===== src/rtl/img_ctrl_pkg.sv =====
// Shared types for the image pipeline mode controller: FSM states, mode pair, frame counter width.
package img_ctrl_pkg;

  typedef enum logic [1:0] {
    RUN   = 2'd0,
    PEND  = 2'd1,
    FLUSH = 2'd2
  } ctrl_state_t;

  typedef struct packed {
    logic gray;
    logic horz;
  } img_mode_t;

  localparam int FRAME_CNT_W = 16;

endpackage


===== src/rtl/sw_sync_debounce.sv =====
// Two-flop synchroniser plus stability counter for a bank of raw switches;
// o_req follows the synced value only after it has held steady for DEB_CYC clocks.
module sw_sync_debounce #(
  parameter int               WIDTH   = 2,
  parameter int               DEB_CYC = 50000,
  parameter logic [WIDTH-1:0] RST_VAL = '0
) (
  input  logic             i_clk,
  input  logic             i_rst,
  input  logic [WIDTH-1:0] i_sw,
  output logic [WIDTH-1:0] o_req
);

  localparam int             CNT_W   = $clog2(DEB_CYC + 1);
  localparam logic [CNT_W-1:0] CNT_MAX = CNT_W'(DEB_CYC - 1);

  logic [WIDTH-1:0] r_sync1;
  logic [WIDTH-1:0] r_sync2;
  logic [WIDTH-1:0] r_last;
  logic [WIDTH-1:0] r_req;
  logic [CNT_W-1:0] r_cnt;

  always_ff @(posedge i_clk or posedge i_rst) begin
    if (i_rst) begin
      r_sync1 <= RST_VAL;
      r_sync2 <= RST_VAL;
      r_last  <= RST_VAL;
      r_req   <= RST_VAL;
      r_cnt   <= '0;
    end else begin
      r_sync1 <= i_sw;
      r_sync2 <= r_sync1;
      r_last  <= r_sync2;
      // Any movement of the synced pair restarts the stability window.
      if (r_sync2 != r_last) begin
        r_cnt <= '0;
      end else if (r_cnt == CNT_MAX) begin
        r_req <= r_sync2;
      end else begin
        r_cnt <= r_cnt + CNT_W'(1);
      end
    end
  end

  assign o_req = r_req;

endmodule


===== src/rtl/image_proc_mode_ctrl.sv =====
// Run-time mode sequencer for the grayscale/convolution pipeline: applies debounced switch
// requests only at start-of-frame and masks output while stale data drains. Optional macro: FRAME_CNT_EN.
module image_proc_mode_ctrl
  import img_ctrl_pkg::*;
#(
  parameter int         IMG_W       = 640,
  parameter int         FLUSH_LINES = 2,
  parameter int         PIPE_LAT    = 4,
  parameter int         DEB_CYC     = 50000,
  parameter logic [1:0] RST_MODE    = 2'b00
) (
  input  logic                   iCLK,
  input  logic                   iRST,
  input  logic                   iSW_GRAY,
  input  logic                   iSW_HORZ,
  input  logic [10:0]            iX_Cont,
  input  logic [10:0]            iY_Cont,
  input  logic                   iDVAL,
  output logic                   oGRAY_EN,
  output logic                   oHORZ_EN,
  output logic                   oMASK,
  output logic                   oBUSY,
  output logic [FRAME_CNT_W-1:0] oFRAME_CNT
);

  localparam int               FLUSH_LEN = FLUSH_LINES * IMG_W + PIPE_LAT;
  localparam int               CNT_W     = (FLUSH_LEN > 1) ? $clog2(FLUSH_LEN) : 1;
  localparam logic [CNT_W-1:0] CNT_LOAD  = CNT_W'(FLUSH_LEN - 1);

  logic [1:0]  w_req_bits;
  img_mode_t   w_req;
  logic        w_sof;
  logic        w_chg;

  ctrl_state_t r_state;
  img_mode_t   r_active;
  img_mode_t   r_pend;
  logic [CNT_W-1:0] r_cnt;
  logic        r_mask;
  logic        r_busy;

  sw_sync_debounce #(
    .WIDTH   (2),
    .DEB_CYC (DEB_CYC),
    .RST_VAL (RST_MODE)
  ) u_sw_sync_debounce (
    .i_clk (iCLK),
    .i_rst (iRST),
    .i_sw  ({iSW_GRAY, iSW_HORZ}),
    .o_req (w_req_bits)
  );

  assign w_req = img_mode_t'(w_req_bits);
  assign w_sof = iDVAL && (iX_Cont == 11'd0) && (iY_Cont == 11'd0);
  assign w_chg = (w_req != r_active);

  always_ff @(posedge iCLK or posedge iRST) begin
    if (iRST) begin
      r_state  <= RUN;
      r_active <= img_mode_t'(RST_MODE);
      r_pend   <= img_mode_t'(RST_MODE);
      r_cnt    <= '0;
      r_mask   <= 1'b0;
      r_busy   <= 1'b0;
    end else begin
      case (r_state)
        RUN: begin
          if (w_chg) begin
            r_state <= PEND;
            r_pend  <= w_req;
            r_busy  <= 1'b1;
          end
        end
        PEND: begin
          r_pend <= w_req;
          // A withdrawn request takes priority over a coincident start-of-frame.
          if (!w_chg) begin
            r_state <= RUN;
            r_busy  <= 1'b0;
          end else if (w_sof) begin
            r_active <= r_pend;
            r_cnt    <= CNT_LOAD;
            r_state  <= FLUSH;
            r_mask   <= 1'b1;
          end
        end
        FLUSH: begin
          if (iDVAL) begin
            if (r_cnt == '0) begin
              r_mask <= 1'b0;
              if (w_chg) begin
                r_state <= PEND;
                r_pend  <= w_req;
              end else begin
                r_state <= RUN;
                r_busy  <= 1'b0;
              end
            end else begin
              r_cnt <= r_cnt - CNT_W'(1);
            end
          end
        end
        default: begin
          r_state <= RUN;
          r_mask  <= 1'b0;
          r_busy  <= 1'b0;
        end
      endcase
    end
  end

  assign oGRAY_EN = r_active.gray;
  assign oHORZ_EN = r_active.horz;
  assign oMASK    = r_mask;
  assign oBUSY    = r_busy;

`ifdef FRAME_CNT_EN
  logic [FRAME_CNT_W-1:0] r_frame_cnt;

  always_ff @(posedge iCLK or posedge iRST) begin
    if (iRST) begin
      r_frame_cnt <= '0;
    end else if (w_sof) begin
      r_frame_cnt <= r_frame_cnt + FRAME_CNT_W'(1);
    end
  end

  assign oFRAME_CNT = r_frame_cnt;
`else
  assign oFRAME_CNT = '0;
`endif

endmodule


===== config.mk =====
export PLATFORM = sky130hd
export DESIGN_NAME = image_proc_mode_ctrl
export DESIGN_NICKNAME = d
export VERILOG_FILES = /design/src/rtl/img_ctrl_pkg.sv /design/src/rtl/sw_sync_debounce.sv /design/src/rtl/image_proc_mode_ctrl.sv
export SDC_FILE = /design/constraint.sdc
export NUM_CORES = 1
export LEC_CHECK = 0
export ABC_AREA = 1
export BUFFER_PORTS_ARGS = -buffer_cell sky130_fd_sc_hd__buf_4
export CAP_MARGIN = 0
export CORE_MARGIN = 5
export CORE_UTILIZATION = 54
export DETAILED_ROUTE_END_ITERATION = 6
export PLACE_DENSITY = 0.87
export SLEW_MARGIN = 20
export SYNTH_ARGS = -nofsm -noshare
export SYNTH_HDL_FRONTEND = slang
export SYNTH_SLANG_ARGS = --single-unit

===== constraint.sdc =====
create_clock -name iCLK -period 2.5 [get_ports iCLK]
set_input_delay 0.125 -clock iCLK [delete_from_list [all_inputs] [get_ports iCLK]]
set_output_delay 0.125 -clock iCLK [all_outputs]
set_load 0.05 [all_outputs]

[After elaboration in Yosys (flattened, before gate mapping)]
Cells that the tools add are included.
Operators by class
  div/mod/pow operators: 0
  reduce and logical (&&, ||, !) cells: 15
  equal/unequal tests: 13
  multipliers: 0
  multiplexer cells: 28
  $add $sub $neg: 2
  shift operators: 0
  bitwise operators: 2
  order comparisons: 0
Operator list (number)
  $mux 11: 4
  $logic_not 11->1: 3
  $mux 16: 2
  $pmux 11 s2: 1
  $add 16x1->16 const B: 1
  $eq 16x16->1 const B: 1
  $mux 2: 8
  $ne 2x2->1 const B: 6
  $pmux 2 s3: 2
  $sub 11x1->11 const B: 1
  $reduce_and 5->1: 2
  $mux 1: 9
  $reduce_and 3->1: 3
  $pmux 1 s3: 2
  $ne 2x2->1: 2
  $reduce_and 4->1: 1
  $ne 3x3->1 const B: 1
  $reduce_bool 3->1: 1
  $eq 2x1->1 const B: 1
  $eq 2x2->1 const B: 1
  $logic_and 1x1->1: 2
  $logic_not 2->1: 1
  $ne 2x1->1 const B: 1
  $not 1->1: 2
  2 further kinds: 2
Storage, ports and cells
  memory bits (read-only): 0
  flip-flop bits (word level): 43
  bits in latches: 0
  memories: 0
  logic and storage cells: 73
  input bits: 27
  output and inout port bits: 20
  RAM bits: 0

[Longest topological paths before layout]
Gate-level depths: netlist of run 1.
  depth after elaboration: 6
  mapped depth: 11
  depth with buffers taken out: 11

[Modules after synthesis]
Synthesis of run 1 repeated with hierarchy kept, for this count alone.
Second synthesis, totals
  cells, all modules: 419
  area total of the unflattened synthesis: 2897.8 µm²
By module, submodules not included
  image_proc_mode_ctrl: sequential area each 475.5 µm², area an instance 1617.8 µm², instances 1, cells an instance 236
  sw_sync_debounce: sequential area each 600.6 µm², area an instance 1280.0 µm², instances 1, cells an instance 183

[Worst setup path before layout of run 1]
Ideal clock, no wire load.
  path kind: reg2reg
  from: reg r_active (netlist bit oGRAY_EN)
  to: reg r_cnt[2]
  arrival: 1.425 ns
  required time: 2.383 ns
  setup time: 0.117 ns
  stages on the path, launching flop included: 11
  clock period less this slack: 1.542 ns
  setup slack: 0.958 ns
  buffers on the path: 1
  path through: dfrtp_1 inv_1 nand2_1 nand2_1 nand2_2 nand4_2 nand2_2 nand2_2 buf_6 nand2_1 nand2_1
Between the ends
  cells in the longest elaborated chain, start to end: 3
RTL lines
  start: declaration: RTL line image_proc_mode_ctrl.sv:36  | img_mode_t r_active;
  start signal: assignment: RTL line image_proc_mode_ctrl.sv:60  | r_active <= img_mode_t'(RST_MODE);
  start signal: assignment: RTL line image_proc_mode_ctrl.sv:81  | r_active <= r_pend;
  $ne 2x2->1: RTL line image_proc_mode_ctrl.sv:55  | assign w_chg = (w_req != r_active);
  $ne 2x2->1 (no line)
  $reduce_and 5->1 (no line)
  end signal: assignment: RTL line image_proc_mode_ctrl.sv:99  | r_cnt <= r_cnt - CNT_W'(1);
  end: declaration: RTL line image_proc_mode_ctrl.sv:38  | logic [CNT_W-1:0] r_cnt;
No other way between the ends.
A chain may end at the register's enable or synchronous reset.

[Worst setup path in the final report of run 1]
  from: reg r_state[0]
  to: reg r_cnt[4]
Between the ends
  cells in the longest elaborated chain, start to end: 3
  elaborated cells between the ends (all ways): 9
  classes of those cells: 6 x eq/ne; 1 x mux; 2 x reduce/logical
RTL lines
  start: declaration: RTL line image_proc_mode_ctrl.sv:35  | ctrl_state_t r_state;
  start signal: assignment: RTL line image_proc_mode_ctrl.sv:59  | r_state <= RUN;
  start signal: assignment: RTL line image_proc_mode_ctrl.sv:69  | r_state <= PEND;
  start signal: assignment: RTL line image_proc_mode_ctrl.sv:78  | r_state <= RUN;
  $eq 2x2->1 / $eq 2x1->1 (equally long branches): RTL line image_proc_mode_ctrl.sv:66  | case (r_state)
  $ne 2x2->1 (no line) / $reduce_bool 2->1 (equally long branches)
  $reduce_and 5->1 (no line)
Several ways; a longest one is shown, not always the timed one.

==> metrics.md, run 1 <==
| Metric | Value |
|---|---|
| Final-stage net count | `429` |
| Vias in the first global route | `2168` |
| Worst path slowest cell | `dfrtp_1` |
| Cts repair resizes | `0` |
| Initial antenna violation count | `0` |
| Worst-Skew Late Latency | `0.29 ns` |
| Synth warnings | `0` |
| Seq cells post-synth | `43` |
| Core ar. | `4755 sq um` |
| WS Path Type | `reg2reg` |
| H-tree levels | `2` |
| Sum Neg Setup Slack | `0 ns` |
| Via count | `2315` |
| Max Clk Rate | `524.6 MHz` |
| Setup violators final | `0` |
| Final wirelength | `5277 um` |
| DRC Markers | `0` |
| Synth Instances | `360` |
| Synth cell types | `33` |
| CP startpoint kind | `flop` |
| Switching part of the total | `43.14%` |
| DIE HEIGHT | `80.24 um` |
| Synth Area in Adders | `3.288%` |
| Row count | `25` |
| CP Capture Type | `flop` |
| Area fraction in compound gates after synthesis | `6.952%` |
| Hold/Removal Path Class | `in2reg` |
| RSZ-0062 raised after global routing | `no` |
| Gr ovfl total | `0` |
| Top cells by area, synth | `dfrtp_1 40%, nand2_1 14%, inv_1 6.2%` |
| Final Skew | `0.01303 ns` |
| Global-route wire length before repair | `8894 um` |
| Crit-path most repeated cell | `nand2_1` |
| Critical path fanouts, max | `12` |
| CP top delay family | `simple AND/OR/NAND/NOR gates` |
| Reg area | `1076 sq um` |
| Comb power frac | `44.4%` |
| Area of the multi-input gates | `1308 sq um` |
| Clk buf depth | `2` |
| Clock transition at path regs | `0.08 ns` |
| Die area | `6438 sq um` |
| CTS tree | `done` |
| LEAKAGE | `1.540 nW` |
| Num Clock Sinks | `43` |
| Main combinational cell family by area after synthesis | `simple AND/OR/NAND/NOR gates` |
| Period minus WS final | `1.906 ns` |
| TritonRoute pass-1 iters | `5` |
| Mapped cell area | `2664 sq um` |
| Initial Utilization | `56.03%` |
| Antenna viol nets, final | `0` |
| Critical Path RT | `2.71 ns` |
| Post-Synth Simple-Gate Area | `34.95%` |
| Arrival time at the worst endpoint | `2.12 ns` |
| Proportion of synthesized area in mux cells | `0%` |
| Flop pwr share | `35.7%` |
| Post-synth top area share | `40.39%` |
| First DRT Iteration DRCs | `122` |
| # fillers | `410` |
| Dpl cells | `452` |
| Post-CTS setup buffer count | `0` |
| PwrDens | `853.8 nW/um^2` |
| Number of diodes | `0` |
| RePlAce Congestion | `0.8073` |
| Worst-margin pin slew | `0.5318 ns` |
| Area leader, netlist | `dfrtp_1` |
| CP bufs+invs | `2` |
| P_int | `0.001463 W` |
| Register area share after synthesis | `40.39%` |
| Crit path cell chain | `inv_1 > ha_1 > inv_1 > nand2_1 > nand2_2 > nand2_2 > nand2_1 > nand2_1` |
| Xor-xnor portion of the synthesized cell area | `1.644%` |
| Root Driver | `clkbuf_8` |
| Clk network pwr share | `19.9%` |
| Layout cell share with drive strength beyond 1 | `16.20%` |
| Per-cell routed wire length | `11.42 um` |
| Relative slew slack | `64.54%` |
| Max Cap Viol | `0` |
| CTS buffer count | `5` |
| Count of pins over their slew limit | `0` |
| IR drop worst, VDD | `0.0006086 V` |
| CP peak stage delay | `0.44 ns` |
| Area grow syn2layout | `13.10%` |
| Crit share post-route | `76.26%` |
| Final hold vios | `0` |
| Syn_area_per_cell | `7.399 sq um` |
| PortBufs | `30` |
| Detailed placer's ending HPWL | `3996 um` |
| Sw power | `0.001110 W` |
| Non-Filler Instances | `462` |
| Status | `complete, no violations` |
| Post-CTS Hold Buffers | `3` |
| Die Span X | `80.24 um` |
| Largest net degree at the start of global routing | `44` |
| Drt via density | `5.011` |
| WHS | `0.3418 ns` |
| All-Layer GR Usage | `17.24%` |
| I/O pin total | `47` |
-- final cells by class --
type / instances / area share [%]
Timing Repair Buffer: 34 / 8.721
Inverter: 48 / 5.980
Tap cell: 67 / 2.782
Multi-Input combinational cell: 263 / 43.40
Sequential cell: 43 / 35.71
Clock buffer: 6 / 2.409
Clock inverter: 1 / 0.9967
-- per-layer routing --
layer | vias to the layer above | track usage (%) | part of all wire [%]
met5 | - | 0 | 0
met4 | 0 | 6.757 | 1.8
met3 | 10 | 3.812 | 8.5
met2 | 88 | 31.21 | 48
met1 | 1050 | 19.53 | 42
li1 | 1167 | - | -
-- synthesized netlist by cell type (all sizes together) --
cell type	count
buf	21
inv	47
conb	1
o21bai	1
or2	1
dfrtp	43
xnor2	2
xor2	3
a31oi	2
nor3	11
o21ai	18
nor3b	1
nand3	33
ha	7
nand2	108
nand4	3
nand3b	1
nor2	43
a21oi	12
clkinv	1
nor4	1
-- worst paths after layout --
kind                                               start                       endpoint  slack, ns  depth (start not counted)
hold / removal                               iX_Cont[10]                          oMASK       0.34                          8
setup reg to reg                              r_state[0]                       r_cnt[4]       0.59                          8
setup / recovery                              r_state[0]                       r_cnt[4]       0.59                          8
hold reg to reg            u_sw_sync_debounce.r_sync1[1]  u_sw_sync_debounce.r_sync2[1]       0.35                          0
max in group asynchronous                           iRST                       r_cnt[7]       1.61                          4
min in group asynchronous                           iRST  u_sw_sync_debounce.r_sync1[0]       0.53                          4
-- cell families after synthesis --
logic type,count (synthesis)
adder cells (fa/ha/maj),7
AO/OA/AOI/OAI,33
flip-flops,43
buffers and inverters,69
other,1
AND/OR/NAND/NOR,202
XOR/XNOR,5
-- sequential cells by signal, summed over array words and instances (netlist names) --
name,cells
u_sw_sync_debounce.r_cnt,16
oHORZ_EN,1
oMASK,1
u_sw_sync_debounce.r_sync2,2
u_sw_sync_debounce.o_req,2
r_state,2
r_pend,2
oBUSY,1
u_sw_sync_debounce.r_last,2
r_cnt,11
oGRAY_EN,1
u_sw_sync_debounce.r_sync1,2
-- tightest hold or removal path: cells and delay by family --
kind                   cells  cell delay (ns)
and+or+nand+nor            7             0.40
buffers and inverters      1             0.08
-- stage by stage --
step	power, W	utilization (%)	worst slack (ns)	area, sq um
after global routing	0.002758	63.37	0.4968	3013
after floorplan	0.001849	-	0.9583	2720
after global placement	0.001983	60.58	0.7713	2880
after detailed placement	0.002041	60.58	0.6810	2880
after CTS	0.002565	63.37	0.6522	3013
final	0.002573	63.37	0.5936	3013
-- placed cells by master (no fill, tap or decap), types with 3 or more instances in the layout --
| cell type | n |
|---|---|
| nand2_1 | 100 |
| inv_1 | 44 |
| dfrtp_1 | 43 |
| nor2_1 | 37 |
| buf_4 | 31 |
| nand3_1 | 30 |
| conb_1 | 16 |
| a21oi_1 | 11 |
| o21ai_1 | 10 |
| nand2_2 | 8 |
| nor3_1 | 8 |
| o21ai_0 | 8 |
| ha_1 | 7 |
| nor2_2 | 5 |
| clkbuf_8 | 5 |
| inv_2 | 3 |
| nand3_2 | 3 |
| xor2_1 | 3 |
| dlygate4sd3_1 | 3 |
-- power by group through the flow --
| stage | Clock (W) | Combinational (W) | Sequential (W) |
|---|---|---|---|
| after floorplan | 0 | 0.000921 | 0.000929 |
| after global placement | 0 | 0.00106 | 0.000922 |
| after detailed placement | 0 | 0.00111 | 0.000929 |
| after CTS | 0.000527 | 0.00112 | 0.000915 |
| after global routing | 0.000554 | 0.00127 | 0.000933 |
| final | 0.000512 | 0.00114 | 0.000920 |
Note: power is estimated with default switching activity, not from simulation.
==> run 2, diff against run 1 <==
==> constraint.sdc (replaced) <==
create_clock -name iCLK -period 1.8 [get_ports iCLK]
set_input_delay 0.09 -clock iCLK [delete_from_list [all_inputs] [get_ports iCLK]]
set_output_delay 0.09 -clock iCLK [all_outputs]
set_load 0.05 [all_outputs]
==> metrics.md, run 2 (synthesis results as in run 1) <==
| Metric | Value |
|---|---|
| Worst Setup EP | `r_cnt[5]` |
| Crit path cell chain | `inv_1 > ha_1 > inv_1 > nand2_1 > nand2_2 > nand2_4 > nand2_1 > nand2_1` |
| Largest net degree at the start of global routing | `44 (unchanged)` |
| Area grow syn2layout | `13.57%` |
| First DRT Iteration DRCs | `107 (-12%)` |
| Per-cell routed wire length | `11.26 um (-1.4%)` |
| Largest Register | `u_sw_sync_debounce.r_cnt` |
| Reg2Reg Setup Slack | `0.16 ns (-0.43 ns)` |
| DIE HEIGHT | `80.24 um (unchanged)` |
| Clk buf depth | `2 (unchanged)` |
| Count of pins over their slew limit | `0 (unchanged)` |
| Status | `complete, no violations` |
| Number of diodes | `0 (unchanged)` |
| H-tree levels | `2 (unchanged)` |
| Reg-to-Reg End | `r_cnt[5]` |
| CTS tree | `done` |
| Final-stage net count | `432 (+0.70%)` |
| RePlAce Congestion | `0.8797 (+9.0%)` |
| Via count | `2279 (-1.6%)` |
| Die area | `6438 sq um (unchanged)` |
| Final Skew | `0.006849 ns (-0.006179 ns)` |
| DRC Markers | `0 (unchanged)` |
| Period minus WS final | `1.636 ns (-0.2704 ns)` |
| Critical Path Start | `r_state[0]` |
| Hold/Removal Path Class | `in2reg` |
| Core ar. | `4755 sq um (unchanged)` |
| Max FFs per register | `16 (unchanged)` |
| PwrDens | `1153 nW/um^2 (+35%)` |
| Setup violators final | `0 (unchanged)` |
| P_int | `0.001962 W (+34%)` |
| Reg2Reg Depth | `8 (unchanged)` |
| WS Path Type | `reg2reg` |
| Detailed placer's ending HPWL | `3953 um (-1.1%)` |
| PortBufs | `30 (unchanged)` |
| Root Driver | `clkbuf_8` |
| Flop pwr share | `36.5% (+0.8 points)` |
| Num Clock Sinks | `43 (unchanged)` |
| Relative slew slack | `64.68% (+0.13 points)` |
| Global-route wire length before repair | `9163 um (+3.0%)` |
| All-Layer GR Usage | `17.90% (+0.66 points)` |
| Critical path fanouts, max | `12 (unchanged)` |
| LEAKAGE | `1.554 nW (+0.96%)` |
| Most frequent cells in the layout | `100 x nand2_1, 44 x inv_1, 43 x dfrtp_1, 37 x nor2_1, 34 x buf_4` |
| Max Clk Rate | `611.2 MHz (+17%)` |
| Clock transition at path regs | `0.08 ns (about the same)` |
| Post-route setup slack | `0.1640 ns (-0.4296 ns)` |
| CP top delay family | `simple AND/OR/NAND/NOR gates` |
| Vias in the first global route | `2264 (+4.4%)` |
| Sw power | `0.001525 W (+37%)` |
| Post-CTS setup buffer count | `0 (unchanged)` |
| Drt via density | `4.901 (-2.2%)` |
| Biggest regs | `u_sw_sync_debounce.r_cnt: 16 flops, r_cnt: 11 flops` |
| Initial Utilization | `56.03% (unchanged)` |
| Worst path slowest cell | `dfrtp_1` |
| Final hold vios | `0 (unchanged)` |
| RSZ-0062 raised after global routing | `no` |
| I/O pin total | `47 (unchanged)` |
| Commonest non-fill, non-tap cell in the layout | `nand2_1` |
| Final wirelength | `5238 um (-0.74%)` |
| Arrival time at the worst endpoint | `1.82 ns (-0.30 ns)` |
| Critical Path RT | `1.99 ns (-0.72 ns)` |
| CP Capture Type | `flop` |
| Worst r2r src | `r_state[0]` |
| CTS buffer count | `5 (unchanged)` |
| Max Cap Viol | `0 (unchanged)` |
| Crit path depth | `8 (unchanged)` |
| Comb power frac | `45.9% (+1.5 points)` |
| TritonRoute pass-1 iters | `4 (-1)` |
| Worst-margin pin slew | `0.5299 ns (-0.001974 ns)` |
| CP bufs+invs | `2 (unchanged)` |
| Crit-path most repeated cell | `nand2_1` |
| Die Span X | `80.24 um (unchanged)` |
| IR drop worst, VDD | `0.0006367 V (+4.6%)` |
| Initial antenna violation count | `0 (unchanged)` |
| Gr ovfl total | `0 (unchanged)` |
| Row count | `25 (unchanged)` |
| Crit share post-route | `90.89% (+15 points)` |
| Switching part of the total | `43.74% (+0.60 points)` |
| Clk network pwr share | `17.6% (-2.3 points)` |
| CP startpoint kind | `flop` |
| Antenna viol nets, final | `0 (unchanged)` |
| Layout cell share with drive strength beyond 1 | `17.09% (+0.88 points)` |
| Worst-Skew Late Latency | `0.29 ns (about the same)` |
| Sum Neg Setup Slack | `0 ns (unchanged)` |
| Pre-CTS setup slack | `0.1198 ns (-0.5612 ns)` |
| CP peak stage delay | `0.41 ns (-0.03 ns)` |
[run 2: changes by cell type in the layout (fill, tap and decap cells not counted), sizes merged]
| cell | previous run | this run |
|---|---|---|
| buf | 31 | 34 |
| bufinv | 1 | 0 |
| clkinv | 1 | 2 |
[run 2: cell type report]
class | instances | area, sq um
Multi-Input combinational cell | 263 | 1313
Inverter | 48 | 180.2
Clock buffer | 6 | 82.58
Fill cell | 417 | 1729
Clock inverter | 1 | 5.005
Tap cell | 67 | 83.83
Sequential cell | 43 | 1076
Timing Repair Buffer | 37 | 285.3
[run 2: power groups by stage]
stage	clock network [W]	logic, W	registers [W]
finish	0.000615	0.00160	0.00127
CTS	0.000636	0.00157	0.00127
floorplan	0	0.00128	0.00129
global route	0.000682	0.00183	0.00129
detailed placement	0	0.00155	0.00129
global placement	0	0.00150	0.00128
[run 2: worst min-delay path by stage]
stage                      startpoint                             to  slack, ns  cells after the start
after floorplan              iSW_HORZ  u_sw_sync_debounce.r_sync1[0]       0.12                      0
after global placement       iSW_GRAY  u_sw_sync_debounce.r_sync1[1]       0.20                      1
after detailed placement     iSW_GRAY  u_sw_sync_debounce.r_sync1[1]       0.20                      1
after CTS                  iY_Cont[0]                          oMASK       0.30                      8
after global routing      iX_Cont[10]                          oMASK       0.35                      8
final                      iX_Cont[8]                          oMASK       0.29                      8
[run 2: routing by layer]
layer | part of all wire [%] | vias to the layer above | track usage [%] | wire [um]
li1 | - | 1173 | - | -
met1 | 43 | 1020 | 20.53 | 2246
met2 | 46 | 74 | 30.96 | 2432
met3 | 8.5 | 12 | 4.933 | 443
met4 | 2.2 | 0 | 7.939 | 115
met5 | 0 | - | 0 | 0
[run 2: per-stage QoR]
stage / hold slack [ns] / instance area, sq um / instances / util [%] / power (W)
after global routing: 0.3468 / 3025 / 465 / 63.63 / 0.003801
after detailed placement: 0.2006 / 2903 / 455 / 61.05 / 0.002833
after floorplan: 0.1214 / 2720 / 375 / - / 0.002569
after CTS: 0.2952 / 3020 / 465 / 63.53 / 0.003478
after global placement: 0.2014 / 2903 / 455 / 61.05 / 0.002782
final: 0.2942 / 3025 / 465 / 63.63 / 0.003487
[run 2: repair_timing]
item / in CTS / in global routing
gates resized for setup: 0 / 1
endpoints found under the hold margin: 45 / 0
hold buffers: 3 / 0
setup endpoints to repair: 0 / 11
[run 2: tightest hold or removal path: cells and delay by family]
kind	cells	cell delay, ns
buffers and inverters	1	0.08
and+or+nand+nor	7	0.38
